--- src/rtl/spi_master_core_if.sv ---
// Register-strobe bus between the AXI-Lite register slave and the SPI core.
// master : the register slave (drives addresses, data and strobes)
// slave  : the SPI core (returns combinational read data)
//   WDATA_I  write data            WADDR_I  write byte address
//   WENA_I   one-cycle write strobe
//   RADDR_I  read byte address     RENA_I   one-cycle read strobe
//   RDATA_O  read data for RADDR_I
interface spi_master_core_if #(
    parameter int C_AXI_DATA_WIDTH = 32,
    parameter int C_AXI_ADDR_WIDTH = 4
);
    logic [C_AXI_DATA_WIDTH-1:0] WDATA_I;
    logic [C_AXI_ADDR_WIDTH-1:0] WADDR_I;
    logic                        WENA_I;
    logic [C_AXI_ADDR_WIDTH-1:0] RADDR_I;
    logic                        RENA_I;
    logic [C_AXI_DATA_WIDTH-1:0] RDATA_O;

    modport master (
        output WDATA_I, WADDR_I, WENA_I, RADDR_I, RENA_I,
        input  RDATA_O
    );

    modport slave (
        input  WDATA_I, WADDR_I, WENA_I, RADDR_I, RENA_I,
        output RDATA_O
    );
endinterface

--- src/rtl/spi_master_core.sv ---
// Byte-wide SPI master, mode 0 (CPOL=0, CPHA=0), MSB first.
// Ports:
//   AXI_ACLK     core clock, rising edge
//   AXI_ARESETN  asynchronous active-low reset
//   bus          register strobe bus (slave modport)
//   MOSI/MISO    serial data out / in
//   SCLK         serial clock, idle low
//   CSn          chip select, active low
//   INT          level interrupt = CTRL.IE & STATUS.DONE
// Registers (ADDR[3:2]):
//   0x0 CTRL    [0] IE, [15:8] CLKDIV
//   0x4 TXDATA  write starts a transfer when idle, reads 0
//   0x8 RXDATA  last received byte; read with RENA clears DONE
//   0xC STATUS  [0] BUSY, [1] DONE (W1C), [2] OVR (W1C)
//
// state    | meaning
// ---------+-----------------------------------------------------------
// ST_IDLE  | CSn high, waiting for a TXDATA write
// ST_LEAD  | CSn low, SCLK low for one half period before the first rise
// ST_SHIFT | 16 half periods: sample MISO on rises, update MOSI on falls
// ST_TRAIL | CSn still low, SCLK low for one half period after last fall
module spi_master_core #(
    parameter int C_AXI_DATA_WIDTH = 32,
    parameter int C_AXI_ADDR_WIDTH = 4
) (
    input  logic             AXI_ACLK,
    input  logic             AXI_ARESETN,
    spi_master_core_if.slave bus,
    output logic             MOSI,
    input  logic             MISO,
    output logic             SCLK,
    output logic             CSn,
    output logic             INT
);

    typedef enum logic [1:0] {
        ST_IDLE,
        ST_LEAD,
        ST_SHIFT,
        ST_TRAIL
    } state_t;

    state_t state;

    logic [C_AXI_DATA_WIDTH-1:0] wdata;
    logic [C_AXI_ADDR_WIDTH-1:0] waddr;
    logic [C_AXI_ADDR_WIDTH-1:0] raddr;

    logic       ie;
    logic [7:0] clkdiv;
    logic [7:0] clkdiv_lat;
    logic [7:0] cnt;
    logic [2:0] bit_cnt;
    logic [7:0] shreg;
    logic [7:0] rxdata;
    logic       busy;
    logic       done;
    logic       ovr;

    logic       wr_ctrl;
    logic       wr_tx;
    logic       wr_stat;
    logic       rd_rx;
    logic [15:0] rd_word;

    // Only ADDR[3:2] and DATA[15:0] carry meaning.
    logic unused_bus_bits;

    assign wdata = bus.WDATA_I;
    assign waddr = bus.WADDR_I;
    assign raddr = bus.RADDR_I;

    assign unused_bus_bits = ^{wdata, waddr, raddr};

    assign wr_ctrl = bus.WENA_I && (waddr[3:2] == 2'd0);
    assign wr_tx   = bus.WENA_I && (waddr[3:2] == 2'd1);
    assign wr_stat = bus.WENA_I && (waddr[3:2] == 2'd3);
    assign rd_rx   = bus.RENA_I && (raddr[3:2] == 2'd2);

    always_ff @(posedge AXI_ACLK or negedge AXI_ARESETN) begin
        if (!AXI_ARESETN) begin
            state      <= ST_IDLE;
            ie         <= 1'b0;
            clkdiv     <= 8'd0;
            clkdiv_lat <= 8'd0;
            cnt        <= 8'd0;
            bit_cnt    <= 3'd0;
            shreg      <= 8'd0;
            rxdata     <= 8'd0;
            busy       <= 1'b0;
            done       <= 1'b0;
            ovr        <= 1'b0;
            MOSI       <= 1'b0;
            SCLK       <= 1'b0;
            CSn        <= 1'b1;
        end else begin
            if (wr_ctrl) begin
                ie     <= wdata[0];
                clkdiv <= wdata[15:8];
            end

            // Clears come first so that a set later in this block wins.
            if (rd_rx || (wr_stat && wdata[1])) begin
                done <= 1'b0;
            end
            if (wr_stat && wdata[2]) begin
                ovr <= 1'b0;
            end
            // The return-to-idle cycle is still ST_TRAIL, so a write there
            // is treated as an overrun and never starts a new transfer.
            if (wr_tx && (state != ST_IDLE)) begin
                ovr <= 1'b1;
            end

            case (state)
                ST_IDLE: begin
                    if (wr_tx) begin
                        shreg      <= wdata[7:0];
                        MOSI       <= wdata[7];
                        CSn        <= 1'b0;
                        busy       <= 1'b1;
                        clkdiv_lat <= clkdiv;
                        cnt        <= clkdiv;
                        state      <= ST_LEAD;
                    end
                end

                ST_LEAD: begin
                    if (cnt == 8'd0) begin
                        cnt     <= clkdiv_lat;
                        bit_cnt <= 3'd0;
                        state   <= ST_SHIFT;
                    end else begin
                        cnt <= cnt - 8'd1;
                    end
                end

                ST_SHIFT: begin
                    if (cnt == 8'd0) begin
                        cnt <= clkdiv_lat;
                        if (!SCLK) begin
                            SCLK  <= 1'b1;
                            shreg <= {shreg[6:0], MISO};
                        end else begin
                            SCLK <= 1'b0;
                            if (bit_cnt == 3'd7) begin
                                state <= ST_TRAIL;
                            end else begin
                                // shreg[7] already holds the next TX bit
                                // because the rise shifted it up.
                                MOSI    <= shreg[7];
                                bit_cnt <= bit_cnt + 3'd1;
                            end
                        end
                    end else begin
                        cnt <= cnt - 8'd1;
                    end
                end

                ST_TRAIL: begin
                    if (cnt == 8'd0) begin
                        state  <= ST_IDLE;
                        CSn    <= 1'b1;
                        busy   <= 1'b0;
                        done   <= 1'b1;
                        rxdata <= shreg;
                        MOSI   <= 1'b0;
                    end else begin
                        cnt <= cnt - 8'd1;
                    end
                end

                default: begin
                    state <= ST_IDLE;
                end
            endcase
        end
    end

    always_comb begin
        rd_word = 16'd0;
        case (raddr[3:2])
            2'd0:    rd_word = {clkdiv, 7'd0, ie};
            2'd1:    rd_word = 16'd0;
            2'd2:    rd_word = {8'd0, rxdata};
            default: rd_word = {13'd0, ovr, done, busy};
        endcase
    end

    assign bus.RDATA_O = C_AXI_DATA_WIDTH'(rd_word);
    assign INT         = ie & done;

endmodule

--- src/flat_wrapper.sv ---
// flat-port wrapper written by rule: the top's interface ports become plain ports
module spi_master_core_flat 
#(
    parameter int C_AXI_DATA_WIDTH = 32,
    parameter int C_AXI_ADDR_WIDTH = 4
)
  (AXI_ACLK, AXI_ARESETN, MOSI, MISO, SCLK, CSn, INT, bus_WDATA_I, bus_WADDR_I, bus_WENA_I, bus_RADDR_I, bus_RENA_I, bus_RDATA_O);
  spi_master_core_if #(.C_AXI_DATA_WIDTH(C_AXI_DATA_WIDTH), .C_AXI_ADDR_WIDTH(C_AXI_ADDR_WIDTH)) bus_i ();
  input  logic AXI_ACLK;
  input  logic AXI_ARESETN;
  output logic MOSI;
  input  logic MISO;
  output logic SCLK;
  output logic CSn;
  output logic INT;
  input wire logic [$bits(bus_i.WDATA_I)-1:0] bus_WDATA_I;
  input wire logic [$bits(bus_i.WADDR_I)-1:0] bus_WADDR_I;
  input wire logic [$bits(bus_i.WENA_I)-1:0] bus_WENA_I;
  input wire logic [$bits(bus_i.RADDR_I)-1:0] bus_RADDR_I;
  input wire logic [$bits(bus_i.RENA_I)-1:0] bus_RENA_I;
  output wire logic [$bits(bus_i.RDATA_O)-1:0] bus_RDATA_O;
  assign bus_i.WDATA_I = bus_WDATA_I;
  assign bus_i.WADDR_I = bus_WADDR_I;
  assign bus_i.WENA_I = bus_WENA_I;
  assign bus_i.RADDR_I = bus_RADDR_I;
  assign bus_i.RENA_I = bus_RENA_I;
  assign bus_RDATA_O = bus_i.RDATA_O;
  spi_master_core #(.C_AXI_DATA_WIDTH(C_AXI_DATA_WIDTH), .C_AXI_ADDR_WIDTH(C_AXI_ADDR_WIDTH)) u_core (.AXI_ACLK(AXI_ACLK), .AXI_ARESETN(AXI_ARESETN), .bus(bus_i), .MOSI(MOSI), .MISO(MISO), .SCLK(SCLK), .CSn(CSn), .INT(INT));
endmodule
--- config.mk ---
export PLATFORM = sky130hd
export DESIGN_NAME = spi_master_core_flat
export DESIGN_NICKNAME = d
export VERILOG_FILES = /design/src/rtl/spi_master_core_if.sv /design/src/rtl/spi_master_core.sv /design/src/flat_wrapper.sv
export SDC_FILE = /design/constraint.sdc
export NUM_CORES = 1
export LEC_CHECK = 0
export BUFFER_PORTS_ARGS = -buffer_cell sky130_fd_sc_hd__buf_2
export CAP_MARGIN = 20
export CORE_UTILIZATION = 53
export DETAILED_ROUTE_END_ITERATION = 7
export PLACE_DENSITY = 0.84
export SLEW_MARGIN = 20
export SYNTH_ARGS = -nofsm -noshare
export SYNTH_HDL_FRONTEND = slang
export SYNTH_SLANG_ARGS = --single-unit
--- constraint.sdc ---
create_clock -name AXI_ACLK -period 2.24 [get_ports AXI_ACLK]
set_input_delay 0.224 -clock AXI_ACLK [delete_from_list [all_inputs] [get_ports AXI_ACLK]]
set_output_delay 0.224 -clock AXI_ACLK [all_outputs]
set_load 0.02 [all_outputs]
==> results.txt, run 1 <==
N_diodes - 0
Final Net Count - 382
Area grow syn2layout - 13.8%
Hpwl dp - 4.62 mm
Worst-path clk slew - 0.10 ns
Synth Register Bits - 52
Vias - 2,330
Top cells by area, synth - dfrtp_1 (42%), mux2_2 (7.0%), mux2_1 (6.6%), buf_4 (3.9%), mux2_4 (3.9%)
Htree depth - 2
Metal1 wirelength - 2.86 mm
Cell family with most CP delay - simple AND/OR/NAND/NOR gates
Share of synthesized flip-flops with an asynchronous set or reset - 100%
Clock root buffer - clkbuf_8
Worst slew pin tran - 0.553 ns
Hold_sp - bus_WDATA_I[13]
Global route overflow - 0
Number of core rows - 27
R2R depth - 6
Post-synth top cells - dfrtp_1 (51), mux2_2 (19), mux2_1 (18)
Peak supply drop - 0.712 mV
Top_reg_cell synth - dfrtp_1
Worst path bufs/invs - 1
Unique masters post-synth - 59
Worst R2R Start - u_core.cnt[1]$_DFFE_PN0P_
Endpoints failing setup - 0
Cell-by-cell trace of the critical path - inv_1, ha_1, or3b_4, or3_1, a311oi_1, o31ai_1
Vias per cell - 5.80
Post-Syn Area per Cell - 11.1 sq um
Area of the core - 0.00554 sq mm
Crit path DAT - 2.32 ns
R2R setup slack - 0.12 ns
Leakage power figure - 0.00164 uW
CTS tree - done
First DRT Iteration DRCs - 199
Num CTS Buffers - 5
All-Layer GR Usage - 22.3%
Met3 WL - 337 um
Crit path launch type - flip-flop
Max FO, Critical Path - 13
EDFF count, synth - 0
Final hold violation count - 0
Critical path required time - 2.44 ns
Post-synthesis sequential area ratio - 42.4%
Largest area contributor in the netlist - dfrtp_1
Initial antenna violation count - 0
Clock Tree Buf Depth - 2
Vias in the first global route - 2,229
Worst Hold End - u_core.clkdiv[5]$_DFFE_PN0P_
Die span in x - 78.1 um
Input/output buffers - 44
Topmost layer with routed signal wires - met4
Synth top area share - 41.5%
HP Class - in -> reg
Post-Route WL - 6.54 mm
Die Area - 0.00610 sq mm
Residual DRC - 0
Post-DR wirelength/cell - 16.3 um
Max-cap viol count - 0
Share of cells above drive strength 1 - 30.6%
Clk Latency, worst-skew pair - 0.31 ns
Unrepaired setup endpoints after global routing - false
Critical path class - reg -> reg
Hold path depth - 2
Setup TNS - 0 ns
Fin crit period - 2.12 ns
R2R Path End - u_core.cnt[1]$_DFFE_PN0P_
Post-Syn Instances - 277
Die H - 78.1 um
Crit-path slowest cell - or3b_4
CTS Sinks - 52
DR WL met2 - 3.25 mm
Setup Skew - 0.00937 ns
Cell Area, Synth - 0.00307 sq mm
Status - complete, no violations
Total power - 4730 uW
Slew Limit Fails - 0
Period utilisation layout - 94.7%
Top-count cell post-synth - dfrtp_1
Largest net degree at the start of global routing - 53
First-pass GRT wire length - 10.7 mm
First-pass detailed-route iteration total - 5
Slew HR - 62.7%
Crit end category - flip-flop
Antenna-violating nets left - 0
Initial Utilization - 55.4%
CP peak stage delay - 0.51 ns
RD Place Congestion - 0.856
Synth warn - 0
Max Freq - 0.471 GHz
I/O pins - 81
Power density cells - 1350 mW/mm^2
## sequential cells by signal, summed over array words and instances, names as in the netlist
name,count
u_core.clkdiv,8
u_core.ie,1
u_core.SCLK,1
u_core.bit_cnt,3
u_core.state,2
u_core.cnt,8
u_core.done,1
u_core.ovr,1
u_core.CSn,1
u_core.shreg,8
u_core.clkdiv_lat,8
u_core.rxdata,8
u_core.busy,1
u_core.MOSI,1
## layout make-up
type / instances / area [sq um]
fillers: 415 / 2040
multi-input cells: 202 / 1600
flip-flops and latches: 52 / 1300
repair buffers: 59 / 360
well taps: 72 / 90.1
clock buffers: 6 / 72.6
clock inverters: 2 / 35.0
inverters: 9 / 33.8
## cell usage in the layout, fill, tap and decap left out, drive strengths merged, types with 2 or more instances in the layout
cell and instances:
a211o 2, nand2 11, a22o 7, clkbuf 6, a2bb2oi 2, nor2 10, a311oi 3, ha 8
nor2b 7, nand3 2, mux2i 3, o22ai 2, a41oi 2, or3 4, conb 16, a21oi 11
mux2 45, o31ai 3, nand2b 5, dfrtp 51, buf 58, nor3b 2, o21ai 11, nor3 5
o32ai 3, inv 9, a211oi 4, nor4 3, and2 14, or4 2
## stage by stage
stage | hold WS, ns | util (%) | cell area (sq um) | std cells | setup WS (ns)
finish | 0.146 | 63.1 | 3500 | 402 | 0.119
global placement | 0.234 | 60.7 | 3370 | 392 | 0.160
CTS | 0.143 | 62.9 | 3480 | 401 | 0.0798
global route | 0.138 | 63.1 | 3500 | 402 | 0.00608
detailed placement | 0.241 | 60.7 | 3370 | 392 | 0.105
floorplan | -0.0716 | - | 3130 | 292 | 0.205
## worst max-delay path by stage
stage	from	to	slack, ns	cells past startpoint
after floorplan	u_core.cnt[0]$_DFFE_PN0P_	u_core.shreg[0]$_DFFE_PN0P_	0.20	6
after global placement	u_core.cnt[1]$_DFFE_PN0P_	u_core.rxdata[4]$_DFFE_PN0P_	0.16	6
after detailed placement	u_core.cnt[1]$_DFFE_PN0P_	u_core.rxdata[5]$_DFFE_PN0P_	0.11	6
after CTS	u_core.cnt[1]$_DFFE_PN0P_	u_core.rxdata[5]$_DFFE_PN0P_	0.08	6
after global routing	u_core.cnt[1]$_DFFE_PN0P_	u_core.state[1]$_DFFE_PN0P_	0.006	7
final	u_core.cnt[1]$_DFFE_PN0P_	u_core.cnt[1]$_DFFE_PN0P_	0.12	6
## what timing repair did
| item | CTS | global route |
|---|---|---|
| gates resized for setup | 0 | 1 |
| buffers inserted | 0 | 1 |
| endpoints found under the hold margin | 51 | 0 |
| hold buffers | 1 | 0 |
| setup endpoints to repair | 0 | 5 |
## cells by family (layout without fill, tap and decap cells)
group | count (synthesis) | count (layout) | share of synthesized area [%]
AOI/OAI and AO/OA | 57 | 57 | 14.0
xor gates and xnor gates | 1 | 1 | 0.285
adders and majority gates | 8 | 8 | 3.26
other | 1 | 16 | 0.122
buffers and inverters | 38 | 76 | 7.45
muxes | 48 | 48 | 18.5
DFF | 52 | 52 | 42.4
and+or+nand+nor | 72 | 72 | 14.0
## power breakdown
part	internal [uW]	switching [uW]	leakage, uW
clock network	332	310	0.0000552
registers	1330	351	0.000636
logic	1170	1250	0.000948
total	2820	1910	0.00164
## per-layer routing
layer	up-vias	track usage, %
met5	-	0
li1	1079	-
met2	104	37.2
met1	1134	29.1
met4	0	7.96
met3	13	4.07
Power figures use the tool's default switching activity.
==> run 2: changes to the inputs <==
Settings changed: HOLD_SLACK_MARGIN set to 0.12.
Clock period 2.24 ns to 2.3 ns, I/O delays scaled along.
==> run 2 against run 1 <==
Effect of this change: core utilization is 0.11 points lower; via count shrank 0.39%; clock power shrank 2%; worst hold slack better by 0.0045 ns; critical endpoint is now u_core.cnt[0]$_DFFE_PN0P_; critical path depth is the same; non-clock buffer count is 1 higher; first-iteration DRC count grew 3.5%; register-to-register slack hardly changed.
==> results.txt, run 2 (synthesis results as in run 1) <==
Status - complete, no violations
Clk Latency, worst-skew pair - 0.31 ns (about the same)
I/O pins - 81 (unchanged)
Total power - 4620 uW (-2.4%)
Num CTS Buffers - 5 (unchanged)
Vias - 2,321 (-0.39%)
Residual DRC - 0 (unchanged)
Cell family with most CP delay - simple AND/OR/NAND/NOR gates
Slew HR - 56.8% (-6.0 points)
Leakage power figure - 0.00163 uW (-0.67%)
Final Net Count - 383 (+0.26%)
CTS tree - done
Antenna-violating nets left - 0 (unchanged)
Period utilisation layout - 95.1% (+0.39 points)
Htree depth - 2 (unchanged)
Setup TNS - 0 ns (unchanged)
Clock Tree Buf Depth - 2 (unchanged)
Slew Limit Fails - 0 (unchanged)
Power density cells - 1320 mW/mm^2 (-2.3%)
Max FO, Critical Path - 11 (-2)
Die Area - 0.00610 sq mm (unchanged)
Largest net degree at the start of global routing - 53 (unchanged)
Worst slew pin tran - 0.648 ns (+0.0953 ns)
Initial Utilization - 55.4% (unchanged)
Final instance area - 0.00349 sq mm (-0.18%)
Unrepaired setup endpoints after global routing - false
Max Freq - 0.457 GHz (-3.0%)
Global route overflow - 0 (unchanged)
Vias in the first global route - 2,158 (-3.2%)
Most frequent cells in the layout - dfrtp_1 (51), buf_2 (44), mux2_2 (19)
Endpoints failing setup - 0 (unchanged)
First-pass GRT wire length - 10.5 mm (-2.3%)
Worst path bufs/invs - 1 (unchanged)
Hpwl dp - 4.35 mm (-5.8%)
Input/output buffers - 44 (unchanged)
Fin crit period - 2.19 ns (+0.0657 ns)
Area of the core - 0.00554 sq mm (unchanged)
Max-cap viol count - 0 (unchanged)
Most common cell after layout, fill and taps aside - dfrtp_1
Share of cells above drive strength 1 - 30.8% (+0.21 points)
RD Place Congestion - 0.834 (-2.6%)
First DRT Iteration DRCs - 206 (+3.5%)
First-pass detailed-route iteration total - 7 (+2)
Critical path required time - 2.48 ns (+0.04 ns)
Initial antenna violation count - 0 (unchanged)
Placed cells - 392 (unchanged)
CTS Sinks - 52 (unchanged)
Final hold violation count - 0 (unchanged)
Crit path launch type - flip-flop
Die H - 78.1 um (unchanged)
Die span in x - 78.1 um (unchanged)
Cell-by-cell trace of the critical path - inv_1, ha_1, or3b_4, or3_1, a311oi_1, o31ai_1
Vias per cell - 5.76 (-0.63%)
Post-Layout Cell Count - 403 (+0.25%)
Number of core rows - 27 (unchanged)
Clock root buffer - clkbuf_8
Critical path class - reg -> reg
Peak supply drop - 0.669 mV (-6.0%)
Post-Route WL - 6.46 mm (-1.2%)
Fill count - 411 (-0.96%)
Crit end category - flip-flop
Area grow syn2layout - 13.6%
All-Layer GR Usage - 22.1% (-0.21 points)
Final core utilization - 63.0% (-0.11 points)
N_diodes - 0 (unchanged)
HP Class - in -> reg
Post-DR wirelength/cell - 16.0 um (-1.4%)
Setup Skew - 0.00790 ns (-0.00147 ns)
Crit-path slowest cell - or3b_4
CP peak stage delay - 0.51 ns (about the same)
Crit path DAT - 2.37 ns (+0.05 ns)
Worst-path clk slew - 0.09 ns (about the same)
Placed cell area - 0.00335 sq mm (-0.37%)
[run 2: cell count changes in the layout (fill, tap and decap cells not counted)]
cell	change
buf_12	-1
buf_4	+2
clkinv_2	-1
inv_6	+1
nand2_2	+1
nand2_4	-1
[run 2: worst paths after layout]
| kind | from | endpoint | slack, ns | cells past startpoint |
|---|---|---|---|---|
| worst max-delay path | u_core.cnt[1]$_DFFE_PN0P_ | u_core.cnt[0]$_DFFE_PN0P_ | 0.11 | 6 |
| worst max register to register | u_core.cnt[1]$_DFFE_PN0P_ | u_core.cnt[0]$_DFFE_PN0P_ | 0.11 | 6 |
| worst min-delay path | bus_WDATA_I[14] | u_core.clkdiv[6]$_DFFE_PN0P_ | 0.15 | 2 |
| worst min register to register | u_core.MOSI$_DFFE_PN0P_ | u_core.MOSI$_DFFE_PN0P_ | 0.49 | 1 |
| min in group asynchronous | AXI_ARESETN | u_core.shreg[0]$_DFFE_PN0P_ | 0.58 | 3 |
| max in group asynchronous | AXI_ARESETN | u_core.MOSI$_DFFE_PN0P_ | 1.29 | 3 |
[run 2: worst register-to-register path, delay by kind of cell (launching register included)]
kind	cells	cell delay (ns)
AND/OR/NAND/NOR	2	0.87
AO/OA/AOI/OAI	2	0.45
flip-flops	1	0.43
adder cells (fa/ha/maj)	1	0.25
buffers and inverters	1	0.07
[run 2: power by group]
part	internal (uW)	switching, uW
Clock	329	300
Sequential	1290	318
Combinational	1140	1240
Total	2760	1860
[run 2: what timing repair did]
| action | CTS | global route |
|---|---|---|
| setup endpoints to repair | 0 | 1 |
| hold buffers | 1 | 0 |
| endpoints found under the hold margin | 51 | 0 |
| buffers inserted | 0 | 2 |
| resized for setup | 0 | 0 |
[run 2: layer usage]
metal / vias to the layer above / global-route usage, % / share of wire (%)
met5: - / 0 / 0
met4: 0 / 10.0 / 1.6
met3: 10 / 3.84 / 5.3
met2: 102 / 34.6 / 50
met1: 1122 / 30.0 / 44
li1: 1087 / - / -
[run 2: cell type report]
| class | count | area [sq um] | area share (%) |
|---|---|---|---|
| Multi-Input combinational cell | 202 | 1600 | 45.8 |
| Tap cell | 72 | 90.1 | 2.58 |
| Inverter | 9 | 33.8 | 0.968 |
| Timing Repair Buffer | 60 | 355 | 10.2 |
| Clock buffer | 6 | 72.6 | 2.08 |
| Clock inverter | 2 | 38.8 | 1.11 |
| Sequential cell | 52 | 1300 | 37.3 |
[run 2: metrics by stage]
step           hold slack [ns]  worst slack (ns)
3_5_place_dp             0.385             0.220
3_3_place_gp             0.380             0.241
6_report                 0.151             0.113
4_1_cts                  0.138             0.202
5_1_grt                  0.140            0.0177
2_1_floorplan          -0.0656             0.265
==> run 3: changes to the inputs <==
Settings changed: RECOVER_POWER set to 50.
==> run 3 against run 2 <==
Effect of this change: critical path depth is the same; sequential power is essentially flat; via count grew 0.34%; maximum frequency is essentially flat; die area is the same; setup slack lost 0.0019 ns; wire length grew 0.31%; global-route usage is the same; non-clock buffer count is the same; largest cell class unchanged.
==> results.txt, run 3 (synthesis results as in run 1) <==
Status - complete, no violations
Initial antenna violation count - 0 (unchanged)
Pre-CTS setup slack - 0.220 ns (unchanged)
Final hold violation count - 0 (unchanged)
Critical path class - reg -> reg
Die H - 78.1 um (unchanged)
Crit end category - flip-flop
Multi-input combinational cell area - 0.00160 sq mm (unchanged)
Most common cell after layout, fill and taps aside - dfrtp_1
Post-Route WL - 6.48 mm (+0.31%)
Die span in x - 78.1 um (unchanged)
Max-cap viol count - 0 (unchanged)
N_diodes - 0 (unchanged)
Worst R2R Start - u_core.cnt[1]$_DFFE_PN0P_
Period utilisation layout - 95.2% (about the same)
I/O pins - 81 (unchanged)
Max Freq - 0.457 GHz (about the same)
Worst slew pin tran - 1.26 ns (+0.614 ns)
R2R Path End - u_core.cnt[0]$_DFFE_PN0P_
HP Class - in -> reg
First-pass GRT wire length - 10.5 mm (unchanged)
Endpoints failing setup - 0 (unchanged)
CTS Sinks - 52 (unchanged)
Fill count - 414 (+0.73%)
Vias - 2,329 (+0.34%)
Worst-path clk slew - 0.09 ns (about the same)
Setup TNS - 0 ns (unchanged)
Die Area - 0.00610 sq mm (unchanged)
Clock Tree Buf Depth - 2 (unchanged)
Crit path DAT - 2.37 ns (about the same)
Most frequent cells in the layout - dfrtp_1 (51), buf_2 (42), mux2_2 (19)
Final Net Count - 383 (unchanged)
Worst Setup Slack, final - 0.111 ns (-0.00188 ns)
R2R depth - 6 (unchanged)
Slew Limit Fails - 0 (unchanged)
Vias in the first global route - 2,158 (unchanged)
Largest net degree at the start of global routing - 53 (unchanged)
Slew HR - 15.8% (-41 points)
CTS tree - done
R2R setup slack - 0.11 ns (about the same)
Leakage power figure - 0.00162 uW (-0.66%)
Htree depth - 2 (unchanged)
Global route overflow - 0 (unchanged)
Post-DR wirelength/cell - 16.1 um (+0.31%)
Hpwl dp - 4.35 mm (unchanged)
Fin crit period - 2.19 ns (+0.00188 ns)
Clk Latency, worst-skew pair - 0.31 ns (about the same)
Setup Skew - 0.00815 ns (+0.000248 ns)
Area grow syn2layout - 13.3%
Clock root buffer - clkbuf_8
All-Layer GR Usage - 22.1% (unchanged)
Initial Utilization - 55.4% (unchanged)
Share of cells above drive strength 1 - 29.9% (-0.91 points)
Number of core rows - 27 (unchanged)
Crit path launch type - flip-flop
Worst Hold End - u_core.clkdiv[6]$_DFFE_PN0P_
Residual DRC - 0 (unchanged)
Register area - 0.00130 sq mm (unchanged)
Num CTS Buffers - 5 (unchanged)
Unrepaired setup endpoints after global routing - false
Vias per cell - 5.78 (+0.34%)
First DRT Iteration DRCs - 220 (+6.8%)
Critical path required time - 2.48 ns (about the same)
Hold path depth - 2 (unchanged)
Antenna-violating nets left - 0 (unchanged)
Peak supply drop - 0.684 mV (+2.2%)
RD Place Congestion - 0.834 (unchanged)
Input/output buffers - 44 (unchanged)
Area of the core - 0.00554 sq mm (unchanged)
Max FO, Critical Path - 11 (unchanged)
Post-cts sizing count - 0 (unchanged)
First-pass detailed-route iteration total - 5 (-2)
Power density cells - 1330 mW/mm^2 (+0.28%)
Hold_sp - bus_WDATA_I[14]
-- run 3: layout make-up --
type / count / area share, %
inverter: 9 / 0.971
clock buffer: 6 / 2.08
timing repair buffer: 60 / 9.96
tap: 72 / 2.59
multi-input combinational: 202 / 45.9
clock inverter: 2 / 1.11
sequential: 52 / 37.4
-- run 3: worst max-delay path: stages, from the launching register on --
cell      delay (ns)
dfrtp_1         0.43
inv_1           0.07
ha_1            0.25
or3b_4          0.51
or3_1           0.35
a311oi_1        0.33
o31ai_1         0.12
-- run 3: worst max-delay path by stage --
stage	startpoint	end	slack, ns	depth (start not counted)
2_1_floorplan	u_core.cnt[0]$_DFFE_PN0P_	u_core.shreg[0]$_DFFE_PN0P_	0.26	6
3_3_place_gp	u_core.cnt[1]$_DFFE_PN0P_	u_core.state[1]$_DFFE_PN0P_	0.24	7
3_5_place_dp	u_core.cnt[1]$_DFFE_PN0P_	u_core.cnt[1]$_DFFE_PN0P_	0.22	6
4_1_cts	u_core.cnt[1]$_DFFE_PN0P_	u_core.cnt[1]$_DFFE_PN0P_	0.20	6
5_1_grt	u_core.cnt[1]$_DFFE_PN0P_	u_core.cnt[0]$_DFFE_PN0P_	0.02	6
6_report	u_core.cnt[1]$_DFFE_PN0P_	u_core.cnt[0]$_DFFE_PN0P_	0.11	6
-- run 3: layer usage --
layer,wire length [um],vias up,track usage (%),part of all wire (%)
met4,101,0,10.0,1.6
met1,2800,1124,30.0,43
met3,391,10,3.84,6.0
met5,0,-,0,0
met2,3190,106,34.6,49
li1,-,1089,-,-
-- run 3: stage by stage --
step	hold slack, ns	cells	util [%]	instance area (sq um)	total power, uW
after floorplan	-0.0656	292	-	3130	3310
after global routing	0.141	403	62.8	3480	4900
after CTS	0.138	401	62.7	3470	4550
after detailed placement	0.385	392	60.5	3350	3900
final	0.152	403	62.8	3480	4620
after global placement	0.380	392	60.5	3350	3810
-- run 3: timing repair --
action | CTS | global route
hold buffers | 1 | 0
setup buffers | 0 | 2
hold endpoints to repair | 51 | 0
setup endpoints to repair | 0 | 1
-- run 3: power breakdown --
group | switching [uW] | total, uW | leakage [uW] | internal, uW
logic | 1250 | 2380 | 0.000925 | 1130
clock network | 299 | 628 | 0.0000558 | 329
registers | 320 | 1610 | 0.000636 | 1290
total | 1870 | 4620 | 0.00162 | 2750
